[config.mk]
export PLATFORM = sky130hd
export DESIGN_NAME = edge_seq_det
export DESIGN_NICKNAME = d
export VERILOG_FILES = /design/src/rtl/edge_seq_det_pkg.sv /design/src/rtl/edge_seq_det_filter.sv /design/src/rtl/edge_seq_det.sv
export SDC_FILE = /design/constraint.sdc
export NUM_CORES = 1
export LEC_CHECK = 0
export ABC_AREA = 0
export BUFFER_PORTS_ARGS = -buffer_cell sky130_fd_sc_hd__buf_2
export CAP_MARGIN = 30
export CORE_MARGIN = 5
export CORE_UTILIZATION = 59
export DETAILED_ROUTE_END_ITERATION = 12
export PLACE_DENSITY = 0.84
export SETUP_SLACK_MARGIN = 0.02
export SLEW_MARGIN = 40
export SYNTH_ARGS = -nofsm -noshare
export SYNTH_HDL_FRONTEND = slang
export SYNTH_SLANG_ARGS = --single-unit
[constraint.sdc]
create_clock -name sclk -period 3 [get_ports sclk]
set_input_delay 0.3 -clock sclk [delete_from_list [all_inputs] [get_ports sclk]]
set_output_delay 0.3 -clock sclk [all_outputs]
set_load 0.05 [all_outputs]
[src/rtl/edge_seq_det_pkg.sv]
// edge_seq_pkg
// Shared definitions for the edge_seq_det block: the one-hot state encodings
// of the per-channel sequence FSM and the state vector width.
// No ports (package only).
package edge_seq_pkg;

  localparam int STATE_W = 4;

  localparam logic [STATE_W-1:0] ST_IDLE  = 4'b0001;
  localparam logic [STATE_W-1:0] ST_START = 4'b0010;
  localparam logic [STATE_W-1:0] ST_STOP  = 4'b0100;
  localparam logic [STATE_W-1:0] ST_CLEAR = 4'b1000;

  typedef enum logic [STATE_W-1:0] {
    S_IDLE  = ST_IDLE,
    S_START = ST_START,
    S_STOP  = ST_STOP,
    S_CLEAR = ST_CLEAR
  } state_t;

endpackage

[src/rtl/edge_seq_det_filter.sv]
// edge_seq_filter
// Brings one raw asynchronous level into the sclk domain with a 2-flop
// synchroniser, then debounces it: the synchronised level must differ from
// the accepted level for HOLD consecutive cycles before it is accepted.
// Ports:
//   sclk     in  clock
//   s_rst_n  in  asynchronous active-low reset
//   a        in  raw asynchronous level
//   filt     out accepted (debounced) level, resets to 0
module edge_seq_filter #(
  parameter int HOLD = 3
) (
  input  logic sclk,
  input  logic s_rst_n,
  input  logic a,
  output logic filt
);

  // The counter only needs to reach HOLD-1; acceptance happens on the edge
  // that would have taken it to HOLD.
  localparam int CW = (HOLD > 1) ? $clog2(HOLD) : 1;

  logic          sync1;
  logic          sync2;
  logic [CW-1:0] cnt;

  // Synchroniser stages and debounce counter. Any cycle where the synchronised
  // level agrees with filt restarts the count, so short pulses die out.
  always_ff @(posedge sclk or negedge s_rst_n) begin
    if (!s_rst_n) begin
      sync1 <= 1'b0;
      sync2 <= 1'b0;
      cnt   <= '0;
      filt  <= 1'b0;
    end else begin
      sync1 <= a;
      sync2 <= sync1;
      if (sync2 == filt) begin
        cnt <= '0;
      end else if (cnt == CW'(HOLD - 1)) begin
        filt <= sync2;
        cnt  <= '0;
      end else begin
        cnt <= cnt + 1'b1;
      end
    end
  end

endmodule

[src/rtl/edge_seq_det.sv]
// edge_seq_det
// CH independent channels, each: synchroniser + debounce (edge_seq_filter),
// then the IDLE -> START -> STOP -> CLEAR -> IDLE sequence FSM, registered
// pulses and a wrapping completed-sequence counter.
// Optional feature: define EDGE_SEQ_TIMEOUT_EN to add a per-channel stall
// timer that returns a channel to IDLE after TMO cycles without a state change
// outside IDLE (po_err pulses). Without it po_err is tied 0 and TMO is unused.
// Ports:
//   sclk      in  clock
//   s_rst_n   in  asynchronous active-low reset
//   pi_a      in  [CH]         raw level inputs, one per channel
//   pi_clr    in               synchronous clear of all counters (beats k1)
//   po_k1     out [CH]         1-cycle pulse on CLEAR->IDLE
//   po_k2     out [CH]         1-cycle pulse on STOP->CLEAR
//   po_err    out [CH]         1-cycle pulse on timeout return to IDLE
//   po_state  out [4*CH]       one-hot state, channel i at [4i+3:4i]
//   po_cnt    out [CH*CNT_W]   completion count, channel i at [CNT_W*i +: CNT_W]
import edge_seq_pkg::*;

module edge_seq_det #(
  parameter int CH    = 4,
  parameter int HOLD  = 3,
  parameter int CNT_W = 8,
  parameter int TMO   = 1000
) (
  input  logic                  sclk,
  input  logic                  s_rst_n,
  input  logic [CH-1:0]         pi_a,
  input  logic                  pi_clr,
  output logic [CH-1:0]         po_k1,
  output logic [CH-1:0]         po_k2,
  output logic [CH-1:0]         po_err,
  output logic [STATE_W*CH-1:0] po_state,
  output logic [CH*CNT_W-1:0]   po_cnt
);

  for (genvar i = 0; i < CH; i++) begin : g_ch

    logic             filt;
    state_t           state;
    state_t           nxt;
    logic             k1_n;
    logic             k2_n;
    logic             tmo_hit;
    logic             k1_q;
    logic             k2_q;
    logic             err_q;
    logic [CNT_W-1:0] cnt;

    edge_seq_filter #(.HOLD(HOLD)) u_filter (
      .sclk    (sclk),
      .s_rst_n (s_rst_n),
      .a       (pi_a[i]),
      .filt    (filt)
    );

    // Next-state decode; the k1/k2 strobes are computed here so they can be
    // registered on the same edge the state register moves.
    always_comb begin
      nxt  = state;
      k1_n = 1'b0;
      k2_n = 1'b0;
      case (state)
        S_IDLE:  if (filt)  nxt = S_START;
        S_START: if (!filt) nxt = S_STOP;
        S_STOP:  if (filt) begin
                   nxt  = S_CLEAR;
                   k2_n = 1'b1;
                 end
        S_CLEAR: if (!filt) begin
                   nxt  = S_IDLE;
                   k1_n = 1'b1;
                 end
        default: nxt = S_IDLE;
      endcase
    end

`ifdef EDGE_SEQ_TIMEOUT_EN
    localparam int TW = $clog2(TMO + 1);
    logic [TW-1:0] tmr;

    // Fires only while the FSM would otherwise hold, so a legal transition
    // arriving on the same cycle always takes priority.
    assign tmo_hit = (state != S_IDLE) && (nxt == state) && (tmr == TW'(TMO - 1));

    // Stall timer: counts cycles spent in the current non-IDLE state.
    always_ff @(posedge sclk or negedge s_rst_n) begin
      if (!s_rst_n) begin
        tmr <= '0;
      end else if (state == S_IDLE || nxt != state || tmo_hit) begin
        tmr <= '0;
      end else begin
        tmr <= tmr + 1'b1;
      end
    end
`else
    assign tmo_hit = 1'b0;
`endif

    // State register, registered pulses and the completion counter.
    always_ff @(posedge sclk or negedge s_rst_n) begin
      if (!s_rst_n) begin
        state <= S_IDLE;
        k1_q  <= 1'b0;
        k2_q  <= 1'b0;
        err_q <= 1'b0;
        cnt   <= '0;
      end else begin
        state <= tmo_hit ? S_IDLE : nxt;
        k1_q  <= k1_n;
        k2_q  <= k2_n;
        err_q <= tmo_hit;
        if (pi_clr) begin
          cnt <= '0;
        end else if (k1_n) begin
          cnt <= cnt + 1'b1;
        end
      end
    end

    assign po_k1[i]                    = k1_q;
    assign po_k2[i]                    = k2_q;
    assign po_err[i]                   = err_q;
    assign po_state[STATE_W*i +: STATE_W] = state;
    assign po_cnt[CNT_W*i +: CNT_W]    = cnt;

  end

endmodule

# ---- Word level (Yosys, flattened, before mapping)
# Index checks and enable logic that the tools add are counted.
# Widths: inputs -> output; s select.
dict set report op_classes {
  reduce_logical 12
  eq_ne 40
  n_addsub 8
  muxes 52
  n_bitwise 4
}
# cell count
set ops {}
lappend ops {{$mux 4} 16}
lappend ops {{$mux 8} 8}
lappend ops {{$pmux 4 s4} 4}
lappend ops {{$add 8x1->8 const B} 4}
lappend ops {{$eq 4x1->1 const B} 4}
lappend ops {{$eq 4x2->1 const B} 4}
lappend ops {{$eq 4x3->1 const B} 4}
lappend ops {{$eq 4x4->1 const B} 4}
lappend ops {{$mux 1} 16}
lappend ops {{$mux 2} 8}
lappend ops {{$ne 2x1->1 const B} 8}
lappend ops {{$ne 2x2->1 const B} 8}
lappend ops {{$reduce_and 4->1} 4}
lappend ops {{$add 2x1->2 const B} 4}
lappend ops {{$eq 2x2->1 const B} 4}
lappend ops {{$reduce_and 2->1} 4}
lappend ops {{$reduce_bool 2->1} 4}
lappend ops {{$eq 1x1->1} 4}
lappend ops {{$not 1->1} 4}
dict set report word_totals {
  register_bits 76
}

# ---- Logic depth before layout (Yosys ltp)
# Gate-level depths: netlist (run 1).
dict set report depth {
  depth_word 4
  mapped_depth 5
  mapped_depth_nobuf 4
}

# ---- Modules after synthesis
# Synthesis (run 1) repeated with hierarchy kept, for this count alone.
dict set report unflattened {
  hier_cells 325
  hier_area_um2 3545.9
}
# module instances cells_each area_per_inst_um2
set by_module_without_submodules {}
lappend by_module_without_submodules {edge_seq_det 1 285 2845.2}
lappend by_module_without_submodules {edge_seq_filter 4 10 175.2}

# ---- Least setup slack after synthesis (run 1)
# No wires, ideal clock.
dict set report synth_timing {
  path_type {register -> register}
  from {register g_ch[1].state[1]}
  to {register g_ch[1].cnt[7]}
  stages_incl_launch_ff 5
  setup_ns 0.125
  n_path_buf 1
  path_slack_ns 0.943
  t_arrival_ns 1.932
  path_cell_list {dfrtp_1 or4b_1 buf_2 nor4_1 mux2_2}
}
dict set report synth_between {
  elab_chain_len 3
}
# item line
set synth_rtl {}
lappend synth_rtl {{start: declaration} edge_seq_det.sv:40} ;# state_t state;
lappend synth_rtl {{start signal: assignment} edge_seq_det.sv:109} ;# state <= tmo_hit ? S_IDLE : nxt;
lappend synth_rtl {{$eq 4x4->1} edge_seq_det.sv:63} ;# case (state)
lappend synth_rtl {{$mux 1} edge_seq_det.sv:63}
lappend synth_rtl {{$reduce_bool 2->1 (no source line)} --}
lappend synth_rtl {{end signal: assignment} edge_seq_det.sv:116} ;# cnt <= cnt + 1'b1;
lappend synth_rtl {{end: declaration} edge_seq_det.sv:48} ;# logic [CNT_W-1:0] cnt;
# No other way between the ends.
# A chain may end at the register's enable or synchronous reset.

# ---- Final worst setup path (run 1)
# Same ends and word-level chain as after synthesis.

==> results of run 1 <==
## worst max-delay path, stage by stage (launching register included)
cell and delay [ps]:
dfrtp_1 460, or4b_1 780, nor4_1 370, mux2_2 370
## per-stage QoR
stage | setup slack [ps] | hold slack (ps) | power, mW
floorplan | 943 | 4.41 | 1.94
global placement | 999 | 334 | 2.06
detailed placement | 929 | 336 | 2.09
CTS | 918 | 40.3 | 2.79
global route | 777 | 33.4 | 2.93
finish | 918 | 57.8 | 2.76
## cell usage in the layout, fill, tap and decap left out, types with 4 or more instances in the layout
| cell type | synthesis | routed |
|---|---|---|
| dfrtp_1 | 72 | 72 |
| buf_2 | 4 | 61 |
| a21oi_1 | 32 | 32 |
| nor2_1 | 16 | 16 |
| o31ai_1 | 16 | 16 |
| or4_1 | 15 | 15 |
| o21ai_0 | 15 | 15 |
| xnor2_1 | 13 | 13 |
| nand2_1 | 13 | 13 |
| nor3_1 | 12 | 12 |
| nand2b_1 | 11 | 11 |
| clkbuf_8 | 0 | 11 |
| or3_1 | 9 | 9 |
| inv_1 | 7 | 7 |
| nor4_1 | 6 | 6 |
| nor3b_1 | 5 | 5 |
| nand3b_1 | 5 | 5 |
| mux2_2 | 5 | 5 |
| nand4_1 | 5 | 5 |
| or4b_1 | 4 | 4 |
| or3b_2 | 4 | 4 |
| nor2b_1 | 4 | 4 |
| ha_1 | 4 | 4 |
| conb_1 | 1 | 4 |
| dfstp_2 | 4 | 4 |
## registers in the layout, indices dropped and copies added (netlist names)
signal,count
g_ch.state,16
g_ch.k1_q,4
g_ch.u_filter.filt,4
g_ch.u_filter.sync1,4
g_ch.k2_q,4
g_ch.u_filter.cnt,8
g_ch.u_filter.sync2,4
g_ch.cnt,32
## synthesized netlist by cell type, types with 2 or more instances
cell	n	area (um^2)
o21ai_0	15	75.1
o31ai_1	16	120
or3_1	9	56.3
xnor2_1	13	114
nand2_1	13	48.8
a31o_2	2	17.5
nor3b_1	5	37.5
dfstp_2	4	105
a21boi_0	3	22.5
a21oi_1	32	160
or4b_1	4	40.0
ha_1	4	50.1
buf_4	12	90.1
or3b_2	4	35.0
nand3b_1	5	37.5
buf_2	4	20.0
clkbuf_1	13	48.8
nand4bb_1	2	22.5
nor4_1	6	37.5
or4_1	15	113
inv_1	7	26.3
nand2b_1	11	68.8
mux2_2	5	56.3
nor2b_1	4	25.0
dfrtp_1	72	1800
nor3_1	12	60.1
nand4b_1	2	17.5
nor4b_1	3	26.3
nand4_1	5	31.3
nor2_1	16	60.1
## final cells by class
class                      instances  area, um^2  area share (%)
sequential                        76        1910            48.2
multi-input combinational        220        1430            36.1
timing repair buffer              63         327            8.26
clock buffer                      14         163            4.11
tap                               75        93.8            2.37
inverter                           7        26.3           0.665
clock inverter                     2        10.0           0.253
## where the power goes
group / leakage (nW) / switching, mW / internal (mW)
logic: 0.667 / 0.411 / 0.267
registers: 1.01 / 0.216 / 1.17
clock network: 0.0905 / 0.347 / 0.344
## layer usage
layer / share of wire [%] / global-route usage [%] / up-vias
met5: 0 / 0 / -
met4: 0.69 / 7.39 / 0
met3: 5.5 / 6.72 / 4
met2: 48 / 29.0 / 63
met1: 46 / 25.0 / 1318
li1: - / - / 1282
## final timing paths
kind / start / endpoint / slack (ps) / cells after the start
max: g_ch[1].state[1] / g_ch[1].cnt[7] / 920 / 3
min in group asynchronous: s_rst_n / g_ch[0].cnt[7] / 540 / 2
min reg2reg: g_ch[0].u_filter.sync1 / g_ch[0].u_filter.sync2 / 350 / 0
max in group asynchronous: s_rst_n / g_ch[0].cnt[4] / 2000 / 2
min: pi_a[3] / g_ch[3].u_filter.sync1 / 60 / 1
max reg2reg: g_ch[1].state[1] / g_ch[1].cnt[7] / 920 / 3
## logic make-up (layout without fill, tap and decap cells)
family / Yosys count / count (layout) / synth area share [%]
other cells: 1 / 4 / 0.106
flops: 76 / 76 / 54.1
xor+xnor: 14 / 14 / 3.48
fa+ha+maj: 4 / 4 / 1.42
compound gates: 72 / 72 / 12.2
buf+inv: 38 / 86 / 5.72
mux: 5 / 5 / 1.60
simple gates: 121 / 121 / 21.4
## repair_timing
action                    in CTS  in global routing
hold buffers                   1                  0
buffers inserted               0                  0
gates resized for setup        0                  0
hold endpoints to repair      69                  0
==> results_dict.tcl, run 1 <==
set metrics [dict create \
    drt_iter0_markers 88 \
    avgSynthCellArea_um2 10.6 \
    slew_headroom_pct 55.6 \
    drtAntennaViolNets 0 \
    layout_min_cycle_time_ps 2080 \
    grtUsageTotal_pct 19.0 \
    dp_cells 440 \
    skew_ps 4.23 \
    dr.pass1.iters 5 \
    synth_edf_count 0 \
    num_rows 28 \
    ir_worst_vdd_mv 0.466 \
    power_density_mw_per_mm2 698 \
    vias 2667 \
    maxCapViolCount 0 \
    status "finished clean" \
    drv_slew 0 \
    pin_count 67 \
    yosysSeqAreaShare_pct 54.1 \
    ys_warn_count 0 \
    start_kind "register" \
    vias_per_cell 5.84 \
    fillCellCount 479 \
    synth-seq-cells 76 \
    port_buffers 62 \
    cts_tree "yes" \
    insertion_delay_ps 340 \
    crit_arrival_ps 2320 \
    endpoint_kind "register" \
    hpwl_mm 4.44 \
    rsz0062_at_grt "false" \
    hold_class "input port to register" \
    placed_area_mm2 0.00377 \
    ys_types 43 \
    crit_required_ps 3230 \
    worst_pin_slew_ps 666 \
    cts_sinks 76 \
    drc 0 \
    grt_remaining_overflow 0 \
    hold_viol 0 \
    cts_buffer_depth 2 \
    grt_pass1_vias 2476 \
    async_flop_share_pct 100 \
    grt_start_max_net_pins 77 \
    final_net_count 388 \
    antenna_found_initial 0 \
    fin_crit_sh_pct 69.4 \
    wire_per_inst_um 14.7 \
    final_area_mm2 0.00395 \
    timing.fmax_mhz 480 \
    fin_util_pct 67.6 \
    cts_buffers 9 \
    drive_gt1_share_pct 24.1 \
    fin_tns_setup_ps 0 \
    dieArea_mm2 0.00762 \
    core-area_mm2 0.00585 \
    p_leak_nw 1.77 \
    final-setup-viol-count 0 \
    syn_inst 331 \
    die_x_um 87.3 \
    diodes 0 \
    die_y_um 87.3 \
    syn_area_mm2 0.00352 \
    path_max_fanout 16 \
    criticalPathCategory "register to register" \
    grt_pass1_wl_mm 11.4 \
    postRouteWirelength_mm 6.71 \
    stdcell_count 457 \
    gp_congestion 0.806 \
    synth_ff_type "dfrtp_1" \
    cts_root_buf "clkbuf_8" \
    cts.clk_slew.worst_paths_ps 70 \
    syn2layout_area_growth_pct 12.2 \
    htreeDepth 3 \
    start_util_pct 60.2 \
]
Note: power is estimated with default switching activity, not from simulation.
==> run 2: changes to the inputs <==
Settings changed: CORE_UTILIZATION 59 to 55, PLACE_DENSITY 0.84 to 0.79.
Clock period 3 ns to 2 ns, I/O delays scaled along.
==> run 2 against run 1 <==
  * Utilization is 0.89 points lower
  * Routed wire length grew 3.2%
  * Global-route usage decreased by 1.2 points
  * Critical path depth did not move
  * Clock skew increased by 3.8 ps
  * Via count rose by 1.3%
  * Worst setup slack got worse by 740 ps
  * First-iteration DRC count grew 18%
  * Highest routed layer unchanged
==> results_dict.tcl, run 2 (synthesis results as in run 1) <==
set metrics [dict create \
    skew_ps 8.04 \
    die_y_um 90.1 \
    hpwl_mm 4.75 \
    cts.clk_slew.worst_paths_ps 80 \
    drc 0 \
    timing.fmax_mhz 549 \
    die_x_um 90.1 \
    gp_congestion 0.777 \
    port_buffers 62 \
    drive_gt1_share_pct 29.8 \
    antenna_found_initial 0 \
    fin_crit_sh_pct 91.1 \
    p_sw_mw 1.52 \
    switching_share_pct 33.4 \
    p_leak_nw 1.87 \
    slew_headroom_pct 63.4 \
    rsz0062_at_grt "false" \
    drtAntennaViolNets 0 \
    grtUsageTotal_pct 17.9 \
    dr.pass1.iters 4 \
    drt_iter0_markers 104 \
    htreeDepth 3 \
    clkPwrFrac_pct 29.0 \
    cts_root_buf "clkbuf_8" \
    grt_start_max_net_pins 42 \
    wire_per_inst_um 14.5 \
    fin_tns_setup_ps 0 \
    layout_min_cycle_time_ps 1820 \
    crit_required_ps 2260 \
    cts_buffer_depth 2 \
    syn2layout_area_growth_pct 18.8 \
    grt_pass1_wl_mm 12.2 \
    dieArea_mm2 0.00811 \
    fin_util_pct 66.7 \
    start_util_pct 56.1 \
    start_kind "register" \
    stdcell_count 477 \
    regMostFlops "g_ch.cnt" \
    crit_arrival_ps 2080 \
    vias_per_cell 5.66 \
    hold_class "register to register" \
    vias 2702 \
    drv_slew 0 \
    p_comb_share_pct 27.5 \
    cts_sinks 76 \
    fillCellCount 475 \
    postRouteWirelength_mm 6.92 \
    final_common_cell "dfrtp_1" \
    hold-worst-slack_ps 351 \
    hold_viol 0 \
    worstPathCellList "or4b_1, or4_1, a21oi_1" \
    criticalPathCategory "register to register" \
    largest_reg_flops 32 \
    num_rows 29 \
    cts_buffers 9 \
    post_cts_buffers 0 \
    ff_latch_area_mm2 0.00192 \
    cp_slowest_cell "or4b_1" \
    maxCapViolCount 0 \
    final_net_count 406 \
    final-setup-viol-count 0 \
    core-area_mm2 0.00628 \
    diodes 0 \
    path_max_fanout 9 \
    intPower_mw 3.03 \
    power_density_mw_per_mm2 1090 \
    grt_remaining_overflow 0 \
    top_regs "g_ch.cnt (32), g_ch.state (16), g_ch.u_filter.cnt (8)" \
    cts_tree "yes" \
    status "finished clean" \
    seqPwrFrac_pct 43.5 \
    ir_worst_vdd_mv 0.833 \
    grt_pass1_vias 2656 \
    slowest_delay_ps 650 \
    dp_cells 456 \
    layout_common_cells "64 x dfrtp_1, 61 x buf_2, 32 x a21oi_1" \
    endpoint_kind "register" \
    worst_pin_slew_ps 550 \
    multi_input_area_mm2 0.00144 \
    p_total_mw 4.55 \
    insertion_delay_ps 340 \
    pin_count 67 \
]
-- run 2: cell types whose count changed in the layout (fill, tap and decap cells not counted) --
cell           delta
clkinvlp_4        +1
clkinv_2          -1
clkbuf_1          -2
dfrtp_1           -8
dfrtp_2           +8
dlygate4sd3_1     +4
buf_12            +1
or4b_4            +3
bufinv_16         +2
buf_6             -1
buf_4            +14
or4b_1            -3
-- run 2: metrics by stage --
step           cell area [um^2]  setup slack, ps
2_1_floorplan              3550             4.34
3_3_place_gp               3900              114
3_5_place_dp               3900             60.6
4_1_cts                    4180             35.6
5_1_grt                    4190             73.8
6_report                   4190              178
-- run 2: layout make-up --
| cell class | count | share of cell area, % |
|---|---|---|
| timing repair buffer | 81 | 11.5 |
| inverter | 7 | 0.628 |
| tap | 77 | 2.30 |
| clock buffer | 12 | 3.71 |
| sequential | 76 | 45.8 |
| clock inverter | 4 | 1.73 |
| multi-input combinational | 220 | 34.4 |
-- run 2: worst max-delay path, delay by kind of cell (launching register included) --
| family | cells | cell delay [ps] |
|---|---|---|
| AND/OR/NAND/NOR | 2 | 1090 |
| flip-flops | 1 | 470 |
| AO/OA/AOI/OAI | 1 | 190 |
-- run 2: metal layers --
layer	global-route usage [%]	routed length [um]	vias up	part of all wire, %
met5	0	0	-	0
met4	7.94	104	0	1.5
met3	4.17	344	8	5.0
met2	28.4	3380	60	49
met1	23.3	3100	1320	45
li1	-	-	1314	-
-- run 2: power by group through the flow --
stage	sequential, mW	clock (mW)	combinational, mW
2_1_floorplan	2.24	0	0.678
3_3_place_gp	1.98	0	1.22
3_5_place_dp	2.00	0	1.25
4_1_cts	1.98	1.35	1.27
5_1_grt	2.01	1.41	1.37
6_report	1.98	1.32	1.25
-- run 2: timing repair --
| action | in CTS | in global routing |
|---|---|---|
| gates resized for setup | 0 | 3 |
| hold endpoints to repair | 42 | 0 |
| setup endpoints to repair | 0 | 7 |
| hold buffers | 5 | 0 |
-- run 2: final timing paths --
check                      slack (ps)  depth (start not counted)                   start                     end
max                               180                          3        g_ch[3].state[1]          g_ch[3].cnt[2]
min                               350                          0  g_ch[2].u_filter.sync1  g_ch[2].u_filter.sync2
max reg2reg                       180                          3        g_ch[3].state[1]          g_ch[3].cnt[2]
min reg2reg                       350                          0  g_ch[2].u_filter.sync1  g_ch[2].u_filter.sync2
max in group asynchronous         990                          3                 s_rst_n        g_ch[0].state[0]
min in group asynchronous         370                          2                 s_rst_n            g_ch[1].k1_q
==> run 3: changes to the inputs <==
Settings changed: ABC_AREA 0 to 1, CORE_UTILIZATION 55 to 56, PLACE_DENSITY 0.79 to 0.8.
Clock period 2 ns to 1.8 ns, I/O delays scaled along.
==> run 3 against run 2 <==
  * Non-clock buffer count is 10 lower
  * Clock power hardly changed
  * Total power grew 21%
  * Routed wire length increased by 8.0%
  * Design area rose by 2.9%
  * Largest cell class unchanged
  * Critical path type is now register to output port
  * Critical endpoint is now po_state[4]
  * Global-route usage is 0.98 points higher
  * Largest power group unchanged
  * Sequential cell count unchanged
==> results_dict.tcl, run 3 <==
set metrics [dict create \
    status "finished clean" \
    start_util_pct 58.1 \
    vias_per_cell 5.04 \
    dr.pass1.iters 5 \
    final-setup-viol-count 0 \
    synth_largest_area_cell "dfrtp_1" \
    rsz0062_at_grt "false" \
    hold-worst-slack_ps 112 \
    ir_worst_vdd_mv 1.06 \
    cts_tree "yes" \
    cts_root_buf "clkbuf_8" \
    syn_area_mm2 0.00371 \
    final_common_cell "nand2_1" \
    multi_input_area_mm2 0.00149 \
    avgSynthCellArea_um2 8.08 \
    switching_share_pct 40.3 \
    p_sw_mw 2.22 \
    cts.clk_slew.worst_paths_ps 70 \
    grt_pass1_vias 2921 \
    start_kind "register" \
    cp_slowest_cell "dfstp_2" \
    slowest_delay_ps 570 \
    critical_path_buf_inv_count 1 \
    cpLargestDelayFamily "flip-flops" \
    worstPathCellList "buf_2" \
    drive_gt1_share_pct 21.1 \
    maxCapViolCount 0 \
    synth_edf_count 0 \
    core-area_mm2 0.00639 \
    drv_slew 0 \
    syn_inst 459 \
    path_max_fanout 5 \
    fin_crit_sh_pct 75.4 \
    placed_area_mm2 0.00406 \
    top_regs "g_ch.cnt (32), g_ch.state (16), g_ch.u_filter.cnt (8)" \
    ff_latch_area_mm2 0.00191 \
    timing.fmax_mhz 737 \
    synthTopCellsByCount "134 x nand2_1, 72 x dfrtp_1, 56 x nand3_1" \
    power_density_mw_per_mm2 1280 \
    criticalPathCategory "register to output port" \
    fin_tns_setup_ps 0 \
    synth_area_leaders "dfrtp_1 49%, nand2_1 14%, nand3_1 7.6%" \
    p_leak_nw 2.30 \
    cts_resized 0 \
    antenna_found_initial 0 \
    die_y_um 91.4 \
    regMostFlops "g_ch.cnt" \
    gp_congestion 0.872 \
    pin_count 67 \
    grt_start_max_net_pins 42 \
    post_cts_buffers 0 \
    cts_hold_buf 5 \
    die_x_um 91.4 \
    grtUsageTotal_pct 18.8 \
    synth_ff_type "dfrtp_1" \
    endpoint_kind "output port" \
    crit_required_ps 1620 \
    clkPwrFrac_pct 23.8 \
    postRouteWirelength_mm 7.48 \
    layout_min_cycle_time_ps 1360 \
    final_net_count 539 \
    p_comb_share_pct 34.3 \
    cts_buffers 9 \
    async_flop_share_pct 100 \
    ys_warn_count 0 \
    ys_types 30 \
    skew_ps 8.35 \
    hold_viol 0 \
    drt_iter0_markers 131 \
    final_area_mm2 0.00431 \
    yosysSeqAreaShare_pct 51.4 \
    synth-seq-cells 76 \
    fillCellCount 531 \
    drtAntennaViolNets 0 \
    grt_remaining_overflow 0 \
    post-place-ws_ps 535 \
    cts_sinks 76 \
    insertion_delay_ps 330 \
    drc 0 \
    hold_class "input port to register" \
    intPower_mw 3.29 \
    htreeDepth 3 \
    largest_reg_flops 32 \
    vias 3072 \
    p_total_mw 5.51 \
    layout_common_cells "134 x nand2_1, 72 x dfrtp_1, 61 x buf_2" \
    port_buffers 62 \
    syn2layout_area_growth_pct 16.2 \
    layout_setup_ws_ps 444 \
    diodes 0 \
    cts_buffer_depth 2 \
    yosysMostFrequentCell "nand2_1" \
    seqPwrFrac_pct 41.9 \
    wire_per_inst_um 12.3 \
    grt_pass1_wl_mm 12.9 \
    crit_arrival_ps 1180 \
    hpwl_mm 5.60 \
    num_rows 29 \
    synth_top_cell_area_share_pct 48.6 \
    dieArea_mm2 0.00835 \
]
run 3: cell types whose count changed after synthesis, sizes merged, moves of 15 or more:
cell,previous run,this run
o31ai,16,0
inv,7,54
nand3,1,58
a21oi,32,8
nand2,13,140
nor2,16,50
or4,15,0
run 3: power groups by stage:
stage	Clock, mW	Combinational (mW)	Sequential (mW)
after floorplan	0	1.07	2.76
after global placement	0	1.84	2.32
after detailed placement	0	1.89	2.34
after CTS	1.35	1.90	2.30
after global routing	1.44	2.10	2.36
final	1.31	1.89	2.31
run 3: layout make-up:
type	instances	area share [%]
Sequential cell	76	44.3
Multi-Input combinational cell	315	34.6
Timing Repair Buffer	71	9.41
Inverter	55	4.79
Clock buffer	14	4.01
Tap cell	77	2.24
Clock inverter	1	0.697
run 3: per-stage QoR:
step / utilization [%] / cells
after CTS: 67.5 / 609
after global placement: 63.5 / 589
after detailed placement: 63.5 / 589
after global routing: 67.5 / 609
after floorplan: - / 462
final: 67.5 / 609
run 3: kinds of logic (layout without fill, tap and decap cells):
kind of cell	after synthesis	count (layout)	synth area share (%)
other	1	4	0.101
buffers and inverters	71	141	8.64
xor gates and xnor gates	6	6	1.42
adders and majority gates	4	4	1.35
and+or+nand+nor	273	273	32.9
DFF	76	76	51.4
AOI/OAI and AO/OA	28	28	4.18
run 3: metal layers:
| metal | up-vias | track usage (%) | share of wire (%) |
|---|---|---|---|
| met4 | 0 | 6.60 | 1.4 |
| li1 | 1585 | - | - |
| met2 | 68 | 30.9 | 48 |
| met1 | 1408 | 24.0 | 45 |
| met3 | 11 | 5.12 | 5.7 |
| met5 | - | 0 | 0 |
run 3: final timing paths:
path                                          endpoint              startpoint  depth (start not counted)  slack, ps
worst max-delay path                       po_state[4]        g_ch[1].state[0]                          1        440
worst min-delay path                    g_ch[1].cnt[4]                  pi_clr                          4        110
worst max register to register          g_ch[2].cnt[4]          g_ch[2].cnt[1]                          6        520
worst min register to register  g_ch[3].u_filter.sync2  g_ch[3].u_filter.sync1                          0        350
max in group asynchronous             g_ch[2].state[0]                 s_rst_n                          3        960
min in group asynchronous                 g_ch[1].k2_q                 s_rst_n                          2        260
run 3: worst min-delay path, delay by kind of cell:
family / cells / cell delay (ps)
buffers and inverters: 1 / 100
and+or+nand+nor: 3 / 140
